$ cat config.mk
export PLATFORM = sky130hd
export DESIGN_NAME = pwm_channel_scheduler_flat
export DESIGN_NICKNAME = d
export VERILOG_FILES = /design/src/rtl/pwm_channel_scheduler_if.sv /design/src/rtl/pwm_channel_scheduler.sv /design/src/flat_wrapper.sv
export SDC_FILE = /design/constraint.sdc
export NUM_CORES = 1
export LEC_CHECK = 0
export CAP_MARGIN = 20
export CORE_MARGIN = 4
export CORE_UTILIZATION = 56
export DETAILED_ROUTE_END_ITERATION = 12
export PLACE_DENSITY_LB_ADDON = 0.3
export SLEW_MARGIN = 40
export SYNTH_ARGS = -nofsm -noshare
export SYNTH_HDL_FRONTEND = slang
export SYNTH_SLANG_ARGS = --single-unit
$ cat constraint.sdc
create_clock -name clk -period 3.46 [get_ports clk]
set_input_delay 0.865 -clock clk [delete_from_list [all_inputs] [get_ports clk]]
set_output_delay 0.865 -clock clk [all_outputs]
set_load 0.01 [all_outputs]
$ cat src/rtl/pwm_channel_scheduler_if.sv
// Scheduler bus: control inputs, PWM lines, result outputs.
// master drives ena/pwm_in/ch_enable; slave returns state and results.
interface pwm_channel_scheduler_if;
  logic        ena;
  logic [7:0]  pwm_in;
  logic [7:0]  ch_enable;
  logic [2:0]  sel_ch;
  logic        busy;
  logic        result_valid;
  logic [2:0]  result_ch;
  logic [10:0] result_width;
  logic [1:0]  result_class;

  modport master (
    output ena, pwm_in, ch_enable,
    input  sel_ch, busy, result_valid,
    input  result_ch, result_width, result_class
  );

  modport slave (
    input  ena, pwm_in, ch_enable,
    output sel_ch, busy, result_valid,
    output result_ch, result_width, result_class
  );
endinterface

$ cat src/rtl/pwm_channel_scheduler.sv
// Round-robin high-width meter for eight PWM channels, one counter.
// Ports: clk, rst (async high), bus (slave) carrying control/results.
module pwm_channel_scheduler #(
  parameter int MAX_COUNTER_VALUE  = 2000,
  parameter int HIGH_COUNTER_VALUE = 1900,
  parameter int LOW_COUNTER_VALUE  = 1100
) (
  input  logic clk,
  input  logic rst,
  pwm_channel_scheduler_if.slave bus
);

  localparam logic [10:0] L_MAX  = 11'(MAX_COUNTER_VALUE);
  localparam logic [10:0] L_HIGH = 11'(HIGH_COUNTER_VALUE);
  localparam logic [10:0] L_LOW  = 11'(LOW_COUNTER_VALUE);

  typedef enum logic [2:0] {
    IDLE, SELECT, WAIT_LOW, WAIT_RISE, MEASURE, REPORT
  } state_t;

  state_t      r_state;
  logic [7:0]  r_sync1, r_sync2;
  logic [10:0] r_cnt;
  logic [2:0]  r_sel, r_last;
  logic        r_busy, r_valid;
  logic [2:0]  r_res_ch;
  logic [10:0] r_res_w;
  logic [1:0]  r_res_cls;

  logic        w_bit, w_any, w_tmo;
  logic [2:0]  w_pick, w_cand;

  assign w_bit = r_sync2[r_sel];
  assign w_any = |bus.ch_enable;
  assign w_tmo = (r_cnt == L_MAX);

  // Lowest offset from last_ch+1 wins, so scan offsets downward.
  always_comb begin
    w_pick = r_last;
    w_cand = r_last;
    for (int i = 8; i >= 1; i--) begin
      w_cand = r_last + 3'(i);
      if (bus.ch_enable[w_cand]) w_pick = w_cand;
    end
  end

  function automatic logic [1:0] classify(
    input logic [10:0] w
  );
    if (w > L_HIGH)     return 2'b10;
    else if (w < L_LOW) return 2'b00;
    else                return 2'b01;
  endfunction

  always_ff @(posedge clk or posedge rst) begin
    if (rst) begin
      r_state   <= IDLE;
      r_sync1   <= '0;
      r_sync2   <= '0;
      r_cnt     <= '0;
      r_sel     <= '0;
      r_last    <= 3'd7;
      r_busy    <= 1'b0;
      r_valid   <= 1'b0;
      r_res_ch  <= '0;
      r_res_w   <= '0;
      r_res_cls <= 2'b00;
    end else begin
      r_sync1 <= bus.pwm_in;
      r_sync2 <= r_sync1;
      r_valid <= 1'b0;
      unique case (r_state)
        IDLE: begin
          if (bus.ena && w_any) begin
            r_state <= SELECT;
            r_busy  <= 1'b1;
          end
        end
        SELECT: begin
          if (!bus.ena || !w_any) begin
            r_state <= IDLE;
            r_busy  <= 1'b0;
          end else begin
            r_sel   <= w_pick;
            r_cnt   <= '0;
            r_state <= WAIT_LOW;
          end
        end
        WAIT_LOW, WAIT_RISE, MEASURE: begin
          if (!bus.ena) begin
            r_state <= IDLE;
            r_busy  <= 1'b0;
          end else if (w_tmo) begin
            r_state   <= REPORT;
            r_valid   <= 1'b1;
            r_res_ch  <= r_sel;
            r_res_w   <= L_MAX;
            r_res_cls <= 2'b11;
          end else if (r_state == WAIT_LOW) begin
            if (!w_bit) begin
              r_state <= WAIT_RISE;
              r_cnt   <= '0;
            end else begin
              r_cnt <= r_cnt + 11'd1;
            end
          end else if (r_state == WAIT_RISE) begin
            if (w_bit) begin
              r_state <= MEASURE;
              r_cnt   <= 11'd1;
            end else begin
              r_cnt <= r_cnt + 11'd1;
            end
          end else begin
            if (!w_bit) begin
              r_state   <= REPORT;
              r_valid   <= 1'b1;
              r_res_ch  <= r_sel;
              r_res_w   <= r_cnt;
              r_res_cls <= classify(r_cnt);
            end else begin
              r_cnt <= r_cnt + 11'd1;
            end
          end
        end
        REPORT: begin
          r_last <= r_sel;
          if (bus.ena) begin
            r_state <= SELECT;
          end else begin
            r_state <= IDLE;
            r_busy  <= 1'b0;
          end
        end
        default: begin
          r_state <= IDLE;
          r_busy  <= 1'b0;
        end
      endcase
    end
  end

  assign bus.sel_ch       = r_sel;
  assign bus.busy         = r_busy;
  assign bus.result_valid = r_valid;
  assign bus.result_ch    = r_res_ch;
  assign bus.result_width = r_res_w;
  assign bus.result_class = r_res_cls;

endmodule

$ cat src/flat_wrapper.sv
// flat-port wrapper written by rule: the top's interface ports become plain ports
module pwm_channel_scheduler_flat 
#(
  parameter int MAX_COUNTER_VALUE  = 2000,
  parameter int HIGH_COUNTER_VALUE = 1900,
  parameter int LOW_COUNTER_VALUE  = 1100
)
  (clk, rst, bus_ena, bus_pwm_in, bus_ch_enable, bus_sel_ch, bus_busy, bus_result_valid, bus_result_ch, bus_result_width, bus_result_class);
  pwm_channel_scheduler_if bus_i ();
  input  logic clk;
  input  logic rst;
  input wire logic [$bits(bus_i.ena)-1:0] bus_ena;
  input wire logic [$bits(bus_i.pwm_in)-1:0] bus_pwm_in;
  input wire logic [$bits(bus_i.ch_enable)-1:0] bus_ch_enable;
  output wire logic [$bits(bus_i.sel_ch)-1:0] bus_sel_ch;
  output wire logic [$bits(bus_i.busy)-1:0] bus_busy;
  output wire logic [$bits(bus_i.result_valid)-1:0] bus_result_valid;
  output wire logic [$bits(bus_i.result_ch)-1:0] bus_result_ch;
  output wire logic [$bits(bus_i.result_width)-1:0] bus_result_width;
  output wire logic [$bits(bus_i.result_class)-1:0] bus_result_class;
  assign bus_i.ena = bus_ena;
  assign bus_i.pwm_in = bus_pwm_in;
  assign bus_i.ch_enable = bus_ch_enable;
  assign bus_sel_ch = bus_i.sel_ch;
  assign bus_busy = bus_i.busy;
  assign bus_result_valid = bus_i.result_valid;
  assign bus_result_ch = bus_i.result_ch;
  assign bus_result_width = bus_i.result_width;
  assign bus_result_class = bus_i.result_class;
  pwm_channel_scheduler #(.MAX_COUNTER_VALUE(MAX_COUNTER_VALUE), .HIGH_COUNTER_VALUE(HIGH_COUNTER_VALUE), .LOW_COUNTER_VALUE(LOW_COUNTER_VALUE)) u_core (.clk(clk), .rst(rst), .bus(bus_i));
endmodule
==> results by group <==
Pwr
  • Max VDD drop: 0.514 mV
  • Power density cells: 780 mW/mm^2
  • Leakage: between 1.5 and 2 nW

Job
  • # Max-Cap Violations: 0

Detailed routing
  • Via count: around 2500
  • DRT Wirelength: 6.59 mm
  • # DRC: 0
  • Final ANT Viol Nets: 0
  • Avg WL per Cell: 16.1 microns
  • Avg Vias per Cell: 6.10
  • 1st-iter DRT viols: between 200 and 250
  • DRT Pass-1 Iters: 4

Global route
  • GRT Overall Usage: 0.188
  • Number of global-route vias before repair: 2287
  • First-pass GRT wire length: 10.8 mm
  • Initial antenna violation count: 0
  • Largest net degree at the start of global routing: 22
  • Overflow after GRT: 0

Logic synthesis
  • Mux contribution to synthesized area: 0.169
  • EDFF count, synth: 0
  • Synth Instances: 304
  • Ys Warns: 0
  • Sequential fraction of the synthesis area: 0.427
  • Syn nets: 327
  • Top-area cell type share of the netlist area: 0.402
  • Adder-cell area share of the yosys netlist: 0.0158
  • Largest family of logic cells by synthesized area: multiplexers
  • Top FF cell, synth: dfrtp_1
  • Compound-gate portion of the synthesized area: 0.165
  • Synth area leaders: dfrtp_1 (40%), mux4_2 (8.5%), mux2i_1 (4.1%)
  • Post-Syn Area per Cell: 10.4 sq um
  • Cell taking the most area after synthesis: dfrtp_1
  • Synth Area in Simple Gates: 0.148
  • Post-Synth XOR/XNOR Area: 0.0303
  • Cell variety after synth: 63
  • Ys async rst share: 1.00
  • Flops & latches, synth: 54
  • Cell area after synthesis: 0.00318 sq mm

Floorplanning
  • I/O pin total: 40
  • Initial Util: 0.577
  • Rows: 27
  • Die area: 0.00694 sq mm
  • Core Area: 0.00551 sq mm
  • Die H: 83.3 microns
  • Die width: about 83 microns

CTS
  • Post-CTS Resized: 0
  • Clk Latency, worst-skew pair: between 300 and 400 ps
  • TritonCTS Buffers: 5
  • CTS tree: yes
  • Post-CTS Setup Repair Bufs: 0
  • Root buffer cell: clkbuf_8
  • Hold_buf cts: 0
  • Max H-tree Level: 2
  • CTS sink cnt: 54
  • CTS clk-pin slew, worst paths: 100 ps
  • CTS Buffer Depth: 2

Placement
  • DP Worst Slack: 320 ps
  • Inst Count DP: 401
  • Post-DP Area: approximately 0.0036 sq mm
  • Input/output buffers: 39
  • Routability cong.: around 0.85
  • Detailed-placement wirelength estimate: 4.75 mm

STA
  • Max Fclk: between 300 and 400 MHz
  • Final-report setup violation count: 0
  • Setup_tns: 0 ps
  • Clock Skew: 7.02 ps
  • Crit path time final: between 2000 and 3000 ps
  • Final worst slack: 616 ps
  • Final period util: 0.822
  • Slew HR: 0.628
  • Hold Violations, Final: 0
  • Unrepaired setup endpoints after global routing: false
  • Least-Margin Pin Slew: 550 ps
  • Max-slew violations: 0

Run status
  • Outcome: finished, final reports clean

Cells and area
  • Layout cell share with drive strength beyond 1: 0.134
  • Layout area overhead: 16.8%
  • Fin cells: slightly above 400
  • NumNets Final: around 360
  • Ant. Diodes: 0
  • Post-Layout Inst Area: ~0.0037 sq mm
  • Fillers: 410

Worst setup path
  • Worst Path Required: 3710 ps
  • Critical path class: primary input to register
  • Critical Path Start Type: primary input
  • Peak fanout along the critical path: 18
  • Critical Path AT: 3090 ps
  • R2r setup slk: 660 ps
  • CP Capture Type: register

Worst hold path
  • Hold WC Path Type: register to register
critical path: stages:
cell and delay, ps:
clkdlybuf4s50_1 470, nor4bb_1 460, a21bo_2 420, and2_4 200
or4_1 520, a21oi_2 140
layout by cell type (no fill, tap or decap), types with 4 or more instances in the layout:
cell type	count
mux2i_1	13
inv_1	9
clkbuf_8	5
nand2b_1	4
nor3_1	5
nor2_1	19
o21ai_0	11
mux4_2	12
a21oi_1	19
ha_1	4
nand2_1	34
mux2_2	6
xnor2_1	11
dfrtp_1	51
buf_4	6
clkdlybuf4s50_1	39
nand3_1	8
o211ai_1	6
and3_1	4
a22o_1	9
registers in the layout (all words and copies together) (netlist names):
signal	flops
u_core.r_cnt	11
u_core.bus.result_class	2
u_core.r_state	3
u_core.r_sync2	8
u_core.r_last	3
u_core.bus.sel_ch	3
u_core.bus.busy	1
u_core.bus.result_ch	3
u_core.bus.result_valid	1
u_core.r_sync1	8
u_core.bus.result_width	11
final timing paths:
check	start	depth (start not counted)	end
max	bus_ena	6	u_core.r_cnt[6]
min	u_core.r_sync1[7]	0	u_core.r_sync2[7]
max reg2reg	u_core.r_last[1]	8	u_core.bus.sel_ch[0]
min reg2reg	u_core.r_sync1[7]	0	u_core.r_sync2[7]
max in group asynchronous	rst	3	u_core.r_last[1]
min in group asynchronous	rst	2	u_core.r_cnt[2]
synthesized netlist by cell type, types with 2 or more instances:
cell,n
clkbuf_1,10
a22oi_1,3
a22o_1,9
o21ai_1,3
inv_1,10
nand2_1,34
mux2_2,6
nand3_1,8
nand2b_1,4
a211oi_1,2
nor2b_1,3
o211ai_1,6
xnor2_1,11
mux4_2,12
a221oi_1,2
a21oi_1,19
o21ai_0,11
ha_1,4
and3_1,4
nor4bb_1,2
nor2_1,19
o31ai_1,3
dfstp_2,3
buf_2,5
mux4_1,2
nor3_1,5
buf_6,2
nor4_1,2
dfrtp_1,51
mux2i_1,13
nand3b_1,2
a21boi_0,3
routing by layer:
metal	wire [microns]	GRT usage	part of all wire	vias to the layer above
li1	-	-	-	1176
met2	3180	0.307	0.48	76
met4	46	0.0357	0.0070	0
met3	375	0.0367	0.057	6
met1	2990	0.265	0.45	1235
met5	0	0	0	-
layout make-up:
class                           instances  area (sq um)  share of cell area
Clock buffer                            6          72.6              0.0196
Clock inverter                          2          37.5              0.0101
Inverter                               11          41.3              0.0111
Multi-Input combinational cell        219          1680               0.452
Sequential cell                        54          1360               0.365
Tap cell                               72          90.1              0.0243
Timing Repair Buffer                   45           435               0.117
cell families (layout without fill, tap and decap cells):
family / count (synthesis) / in the layout
xor+xnor: 11 / 11
simple gates: 95 / 95
fa+ha+maj: 4 / 4
flops: 54 / 54
mux: 34 / 34
buf+inv: 31 / 64
compound gates: 75 / 75
power breakdown:
group / internal [mW] / total [mW] / switching (mW)
sequential: 0.756 / 0.922 / 0.166
combinational: 0.764 / 1.55 / 0.786
clock: 0.216 / 0.422 / 0.206
metrics by stage:
step | utilization | hold slack [ps] | power [mW]
after floorplan | - | 331 | 2.09
after global placement | 0.654 | 332 | 2.41
after detailed placement | 0.654 | 335 | 2.46
after CTS | 0.674 | 357 | 2.89
after global routing | 0.674 | 366 | 3.09
final | 0.674 | 352 | 2.89
Note: power is estimated with default switching activity, not from simulation.
